$ cat config.mk
export PLATFORM = sky130hd
export DESIGN_NAME = conv3x3_window_pe_flat
export DESIGN_NICKNAME = d
export VERILOG_FILES = /design/src/rtl/conv3x3_window_pe_if.sv /design/src/rtl/conv3x3_window_pe.sv /design/src/flat_wrapper.sv
export SDC_FILE = /design/constraint.sdc
export NUM_CORES = 2
export LEC_CHECK = 0
export ABC_AREA = 1
export BUFFER_PORTS_ARGS = -buffer_cell sky130_fd_sc_hd__buf_2
export CORE_UTILIZATION = 60
export DETAILED_ROUTE_END_ITERATION = 16
export GPL_TIMING_DRIVEN = 0
export PLACE_DENSITY = 0.76
export SYNTH_ARGS = -nofsm -noshare
export SYNTH_HDL_FRONTEND = slang
export SYNTH_SLANG_ARGS = --single-unit
$ cat constraint.sdc
create_clock -name clk -period 6.07 [get_ports clk]
set_input_delay 0.3035 -clock clk [delete_from_list [all_inputs] [get_ports clk]]
set_output_delay 0.3035 -clock clk [all_outputs]
set_load 0.02 [all_outputs]
$ cat src/rtl/conv3x3_window_pe_if.sv
// Bundle for the 3x3 conv PE: serial weight port,
// pixel-column stream in, quantised results out.
interface conv3x3_window_pe_if #(
  parameter int DW    = 8,
  parameter int WW    = 8,
  parameter int ACC_W = 20,
  parameter int OUT_W = 8
);
  logic                    w_load;
  logic signed [WW-1:0]    w_data;
  logic                    w_ready;
  logic                    valid_in;
  logic                    row_start;
  logic signed [DW-1:0]    din_1;
  logic signed [DW-1:0]    din_2;
  logic signed [DW-1:0]    din_3;
  logic                    relu_en;
  logic [4:0]              shift;
  logic                    valid_out;
  logic signed [ACC_W-1:0] dout_acc;
  logic signed [OUT_W-1:0] dout_q;

  modport master (
    output w_load, w_data,
    output valid_in, row_start,
    output din_1, din_2, din_3,
    output relu_en, shift,
    input  w_ready, valid_out,
    input  dout_acc, dout_q
  );

  modport slave (
    input  w_load, w_data,
    input  valid_in, row_start,
    input  din_1, din_2, din_3,
    input  relu_en, shift,
    output w_ready, valid_out,
    output dout_acc, dout_q
  );
endinterface

$ cat src/rtl/conv3x3_window_pe.sv
// 3x3 sliding-window conv PE: double-buffered weights,
// 4-stage MAC, ReLU, round-half-up shift, saturation.
module conv3x3_window_pe #(
  parameter int DW    = 8,
  parameter int WW    = 8,
  parameter int ACC_W = 20,
  parameter int OUT_W = 8
) (
  input logic                clk,
  input logic                rst_n,
  conv3x3_window_pe_if.slave pe
);
  localparam int PW = DW + WW;
  localparam int RW = PW + 2;
  localparam logic signed [ACC_W:0] QMAX =
    {{(ACC_W+2-OUT_W){1'b0}}, {(OUT_W-1){1'b1}}};
  localparam logic signed [ACC_W:0] QMIN =
    {{(ACC_W+2-OUT_W){1'b1}}, {(OUT_W-1){1'b0}}};

  logic signed [WW-1:0]    w_sh_q  [9];
  logic signed [WW-1:0]    w_act_q [9];
  logic signed [WW-1:0]    w_use_q [9];
  logic [3:0]              idx_q;
  logic                    rdy_q;
  logic signed [DW-1:0]    px_q [3][3];
  logic [1:0]              fc_q, fc_d;
  logic                    launch;
  logic                    v0_q, v1_q, v2_q, v3_q;
  logic                    vo_q;
  logic signed [PW-1:0]    prod_q [9];
  logic signed [RW-1:0]    row_q [3];
  logic signed [ACC_W-1:0] acc_q;
  logic signed [ACC_W-1:0] acc_o_q;
  logic signed [OUT_W-1:0] q_o_q, q_d;
  logic signed [ACC_W:0]   r_x, rnd_x, sh_x;

  always_ff @(posedge clk or negedge rst_n) begin
    if (!rst_n) begin
      for (int i = 0; i < 9; i++) begin
        w_sh_q[i]  <= '0;
        w_act_q[i] <= '0;
      end
      idx_q <= '0;
      rdy_q <= 1'b0;
    end else if (pe.w_load) begin
      w_sh_q[idx_q] <= pe.w_data;
      if (idx_q == 4'd8) begin
        for (int i = 0; i < 8; i++)
          w_act_q[i] <= w_sh_q[i];
        w_act_q[8] <= pe.w_data;
        idx_q      <= '0;
        rdy_q      <= 1'b1;
      end else begin
        idx_q <= idx_q + 4'd1;
      end
    end
  end

  always_comb begin
    fc_d = fc_q;
    if (pe.valid_in) begin
      if (pe.row_start)
        fc_d = 2'd1;
      else if (fc_q != 2'd3)
        fc_d = fc_q + 2'd1;
    end
  end

  assign launch = pe.valid_in && (fc_d == 2'd3);

  // px_q[col][row], col 0 is the oldest column.
  // w_use_q freezes the bank a window launched with.
  always_ff @(posedge clk or negedge rst_n) begin
    if (!rst_n) begin
      fc_q <= '0;
      v0_q <= 1'b0;
      for (int c = 0; c < 3; c++)
        for (int r = 0; r < 3; r++)
          px_q[c][r] <= '0;
      for (int i = 0; i < 9; i++)
        w_use_q[i] <= '0;
    end else begin
      fc_q <= fc_d;
      v0_q <= launch;
      if (pe.valid_in) begin
        px_q[0] <= px_q[1];
        px_q[1] <= px_q[2];
        px_q[2] <= '{pe.din_1, pe.din_2, pe.din_3};
      end
      if (launch)
        w_use_q <= w_act_q;
    end
  end

  always_ff @(posedge clk or negedge rst_n) begin
    if (!rst_n) begin
      v1_q    <= 1'b0;
      v2_q    <= 1'b0;
      v3_q    <= 1'b0;
      vo_q    <= 1'b0;
      for (int i = 0; i < 9; i++)
        prod_q[i] <= '0;
      for (int r = 0; r < 3; r++)
        row_q[r] <= '0;
      acc_q   <= '0;
      acc_o_q <= '0;
      q_o_q   <= '0;
    end else begin
      v1_q <= v0_q;
      v2_q <= v1_q;
      v3_q <= v2_q;
      vo_q <= v3_q;
      if (v0_q)
        for (int r = 0; r < 3; r++)
          for (int c = 0; c < 3; c++)
            prod_q[r*3+c] <= PW'(px_q[c][r])
                           * PW'(w_use_q[r*3+c]);
      if (v1_q)
        for (int r = 0; r < 3; r++)
          row_q[r] <= RW'(prod_q[r*3])
                    + RW'(prod_q[r*3+1])
                    + RW'(prod_q[r*3+2]);
      if (v2_q)
        acc_q <= ACC_W'(row_q[0])
               + ACC_W'(row_q[1])
               + ACC_W'(row_q[2]);
      if (v3_q) begin
        acc_o_q <= acc_q;
        q_o_q   <= q_d;
      end
    end
  end

  // One guard bit keeps the rounding add from wrapping.
  always_comb begin
    r_x = {acc_q[ACC_W-1], acc_q};
    if (pe.relu_en && acc_q[ACC_W-1])
      r_x = '0;
    rnd_x = '0;
    if (pe.shift != 5'd0)
      rnd_x = {{ACC_W{1'b0}}, 1'b1} << (pe.shift - 5'd1);
    sh_x = (r_x + rnd_x) >>> pe.shift;
    if (sh_x > QMAX)
      q_d = QMAX[OUT_W-1:0];
    else if (sh_x < QMIN)
      q_d = QMIN[OUT_W-1:0];
    else
      q_d = sh_x[OUT_W-1:0];
  end

  assign pe.w_ready   = rdy_q;
  assign pe.valid_out = vo_q;
  assign pe.dout_acc  = acc_o_q;
  assign pe.dout_q    = q_o_q;
endmodule

$ cat src/flat_wrapper.sv
// flat-port wrapper written by rule: the top's interface ports become plain ports
module conv3x3_window_pe_flat 
#(
  parameter int DW    = 8,
  parameter int WW    = 8,
  parameter int ACC_W = 20,
  parameter int OUT_W = 8
)
  (clk, rst_n, pe_w_load, pe_w_data, pe_valid_in, pe_row_start, pe_din_1, pe_din_2, pe_din_3, pe_relu_en, pe_shift, pe_w_ready, pe_valid_out, pe_dout_acc, pe_dout_q);
  conv3x3_window_pe_if #(.DW(DW), .WW(WW), .ACC_W(ACC_W), .OUT_W(OUT_W)) pe_i ();
  input logic clk;
  input logic rst_n;
  input wire logic [$bits(pe_i.w_load)-1:0] pe_w_load;
  input wire logic [$bits(pe_i.w_data)-1:0] pe_w_data;
  input wire logic [$bits(pe_i.valid_in)-1:0] pe_valid_in;
  input wire logic [$bits(pe_i.row_start)-1:0] pe_row_start;
  input wire logic [$bits(pe_i.din_1)-1:0] pe_din_1;
  input wire logic [$bits(pe_i.din_2)-1:0] pe_din_2;
  input wire logic [$bits(pe_i.din_3)-1:0] pe_din_3;
  input wire logic [$bits(pe_i.relu_en)-1:0] pe_relu_en;
  input wire logic [$bits(pe_i.shift)-1:0] pe_shift;
  output wire logic [$bits(pe_i.w_ready)-1:0] pe_w_ready;
  output wire logic [$bits(pe_i.valid_out)-1:0] pe_valid_out;
  output wire logic [$bits(pe_i.dout_acc)-1:0] pe_dout_acc;
  output wire logic [$bits(pe_i.dout_q)-1:0] pe_dout_q;
  assign pe_i.w_load = pe_w_load;
  assign pe_i.w_data = pe_w_data;
  assign pe_i.valid_in = pe_valid_in;
  assign pe_i.row_start = pe_row_start;
  assign pe_i.din_1 = pe_din_1;
  assign pe_i.din_2 = pe_din_2;
  assign pe_i.din_3 = pe_din_3;
  assign pe_i.relu_en = pe_relu_en;
  assign pe_i.shift = pe_shift;
  assign pe_w_ready = pe_i.w_ready;
  assign pe_valid_out = pe_i.valid_out;
  assign pe_dout_acc = pe_i.dout_acc;
  assign pe_dout_q = pe_i.dout_q;
  conv3x3_window_pe #(.DW(DW), .WW(WW), .ACC_W(ACC_W), .OUT_W(OUT_W)) u_core (.clk(clk), .rst_n(rst_n), .pe(pe_i));
endmodule
==> summary.txt <==
Outcome
  • Status: finished, final reports clean

Timing
  • Final max-slew violation count: 0
  • FMAX: 178 MHz
  • Final Cycle Share: 92.7%
  • Tmin final: 5620 ps
  • RSZ-0062 raised after global routing: false
  • Max-slew headroom at the worst pin: 19.3%
  • Hold Fails Final Rpt: 0
  • Final setup fails: 0
  • Final setup skew: 45.4 ps
  • Worst-Margin Slew: 1210 ps

Detailed routing
  • Detail Route Antenna Nets: 0
  • Vias per Instance: around 5.3
  • Drt wl/cell: around 18 um
  • First drt pass iteration count: 8
  • Vias: 38100
  • Drc violations: 0
  • Starting DRT DRC Count: 2887
  • Drt total wl: 126 mm

Synthesis
  • Mapped Cells: between 5000 and 6000
  • Cell variety after synth: 49
  • Top cells by area, synth: dfrtp_1 (28%), fa_1 (23%), nand2_1 (12%), inv_1 (10%), ha_1 (9.0%)
  • Post-synth top flop: dfrtp_1
  • Post-synth top area share: ~28%
  • Syn avg cell area: 8.19 um^2
  • Yosys reg bits: between 500 and 600
  • Most numerous cell in the Yosys netlist: nand2_1
  • Biggest area consumer among synthesized cells: dfrtp_1
  • EDFF count, synth: 0
  • Asr flop ratio synth: 100%
  • Synthesized area: 48600 um^2
  • Top cells by count, synth: nand2_1 (1565), inv_1 (1298), fa_1 (566)
  • Synth warnings: 0
  • Syn nets: 6894
  • Register area share after synthesis: 27.7%

Setup path
  • CP required: 6570 ps
  • CP arrival: 6120 ps
  • Worst R2R Setup Slack: 450 ps
  • CP max FO: 9
  • CP Cell Sequence: clkbuf_1 > nand2_1 > fa_1 > fa_1 > inv_1 > fa_1 > inv_1 > fa_1 > inv_1 > ha_1 > nand2_1 > inv_1 > or2_2 > a21oi_1 > o21ai_0 > a21oi_1 > o21bai_1 > nand2_1 > nand2_1 > a21oi_1 > xor2_1 > o21ai_0
  • Worst R2R End: u_core.prod_q[111]$_DFFE_PN0P_
  • WS Path Type: flip-flop to flip-flop
  • FF-to-FF Start: u_core.w_use_q[50]$_DFFE_PN0P_
  • Crit path largest cell delay: 560 ps
  • Slowest stage cell, crit path: fa_1
  • Worst setup SP type: flip-flop
  • CP Capture Type: flip-flop
  • R2R cell count: 22

Global route
  • Initial antenna violation count: 1
  • GRT Total Usage: 31.8%
  • Largest net degree at the start of global routing: 128
  • First-pass GRT wire length: 205 mm
  • Overflow after GRT: 0
  • Vias in the first global route: 38500

Die
  • Num ports: 73
  • Initial core utilization: 61.1%
  • Die area: 82100 um^2
  • Core area: 79500 um^2
  • Cell row count: 103
  • Die H: between 200 and 300 um
  • DIE WIDTH: 287 um

Power
  • Pwr dens: 602 nW/um^2
  • Leak: 0.0287 uW
  • Peak supply drop: 0.387 mV

Clock tree
  • Hold-fix buffers, CTS: 27
  • Post-CTS Resized: 0
  • Num CTS Buffers: 60
  • H-Tree Depth: 2
  • Sink Count: 538
  • Clk slew on worst S/H paths: approximately 60 ps
  • Post-CTS Setup Inserts: 0
  • Clk_lat worst skew: 680 ps
  • Root buffer cell: clkbuf_16
  • CTS tree: done
  • Longest Clk Path Bufs: 3

Finish
  • Utilization after layout: 66.3%
  • Area added between synthesis and finish: 8.54%
  • Cell Count, Final, Fillers Out: 7193
  • Nets: 7055
  • Fillcell total: 6567
  • Layout cells sized above 1: 3.70%

Placement
  • Port Buffer Count: 67
  • Post-DP HPWL: 102 mm
  • Cell Count Post-Placement: about 7000
  • RePlAce Congestion: 0.962

Hold path
  • Worst Hold Class: primary input to flip-flop
  • Hold Path Sink: u_core.w_sh_q[15]$_DFFE_PN0P_
  • Cells on Worst Hold Path: 3
  • Hold_sp: pe_w_data[7]

Job
  • Max Cap Violations: 0
-- placed cells by master (no fill, tap or decap), drive strengths merged, types with 10 or more instances in the layout --
master	count
nor2	153
ha	351
xor2	95
o211ai	10
nand2	1579
clkbuf	330
a21oi	160
clkinv	13
inv	1311
dfrtp	538
nand3	183
nor3	23
xnor2	87
a31oi	24
dlygate4sd3	27
o21ai	498
o21bai	23
o31ai	18
fa	566
buf	87
nand4	17
-- where the power goes --
part | internal (uW) | total, uW | switching [uW]
Clock | 2210 | 3860 | 1640
Combinational | 8340 | 22000 | 13600
Sequential | 4990 | 5960 | 970
Total | 15500 | 31800 | 16200
-- sequential cells by signal, summed over array words and instances, names as in the netlist --
register / count
u_core.v3_q: 1
u_core.v2_q: 1
u_core.w_sh_q: 64
u_core.px_q: 72
u_core.acc_q: 20
u_core.pe.dout_q: 8
u_core.w_use_q: 72
u_core.fc_q: 2
u_core.idx_q: 4
u_core.row_q: 54
u_core.prod_q: 144
u_core.w_act_q: 72
u_core.pe.valid_out: 1
u_core.v1_q: 1
u_core.pe.w_ready: 1
u_core.v0_q: 1
u_core.pe.dout_acc: 20
-- cell type report --
type / instances / area (um^2) / area share [%]
Timing Repair Buffer: 99 / 753 / 1.43
Clock inverter: 31 / 413 / 0.783
Buffer: 267 / 1020 / 1.94
Inverter: 1308 / 4910 / 9.32
Tap cell: 1050 / 1310 / 2.49
Clock buffer: 78 / 1670 / 3.16
Multi-Input combinational cell: 3821 / 29200 / 55.3
Sequential cell: 538 / 13500 / 25.5
Antenna cell: 1 / 2.50 / 0.00474
-- critical path: cells and delay by family, from the launching register on --
family / cells / cell delay (ps)
AO/OA/AOI/OAI: 6 / 1020
XOR/XNOR: 1 / 440
adder cells (fa/ha/maj): 5 / 2350
buffers and inverters: 5 / 660
flip-flops: 1 / 320
AND/OR/NAND/NOR: 5 / 640
-- cells by family after synthesis --
group	synth area share, %
flip-flops	27.7
buffers and inverters	12.2
XOR/XNOR	3.28
adder cells (fa/ha/maj)	32.4
AND/OR/NAND/NOR	16.2
AO/OA/AOI/OAI	8.24
-- routing by layer --
layer,part of all wire [%],track usage (%)
met1,43,43.4
met2,46,51.9
met3,6.6,4.25
met4,4.2,12.0
met5,0.010,0
-- worst max-delay path by stage --
stage                              startpoint                              to  cells past startpoint  slack [ps]
2_1_floorplan  u_core.w_use_q[49]$_DFFE_PN0P_  u_core.prod_q[111]$_DFFE_PN0P_                     24        1500
6_report       u_core.w_use_q[50]$_DFFE_PN0P_  u_core.prod_q[111]$_DFFE_PN0P_                     22         450
3_3_place_gp                            rst_n   u_core.w_sh_q[52]$_DFFE_PN0P_                      1       -6540
5_1_grt        u_core.w_use_q[50]$_DFFE_PN0P_  u_core.prod_q[111]$_DFFE_PN0P_                     22          60
4_1_cts        u_core.w_use_q[50]$_DFFE_PN0P_  u_core.prod_q[111]$_DFFE_PN0P_                     22         480
3_5_place_dp   u_core.w_use_q[50]$_DFFE_PN0P_  u_core.prod_q[111]$_DFFE_PN0P_                     22         510
-- per-stage QoR --
stage | hold WS, ps | TNS, ps | area, um^2 | worst slack, ps | total power [uW]
detailed placement | 286 | 0 | 50400 | 508 | 27500
floorplan | 7.91 | 0 | 48600 | 1500 | 21500
global route | 150 | 0 | 52700 | 63.4 | 35100
CTS | 132 | 0 | 52700 | 476 | 31600
global placement | 360 | -3475880 | 50200 | -6540 | 26800
finish | 150 | 0 | 52700 | 445 | 31800
Power figures use the tool's default switching activity.
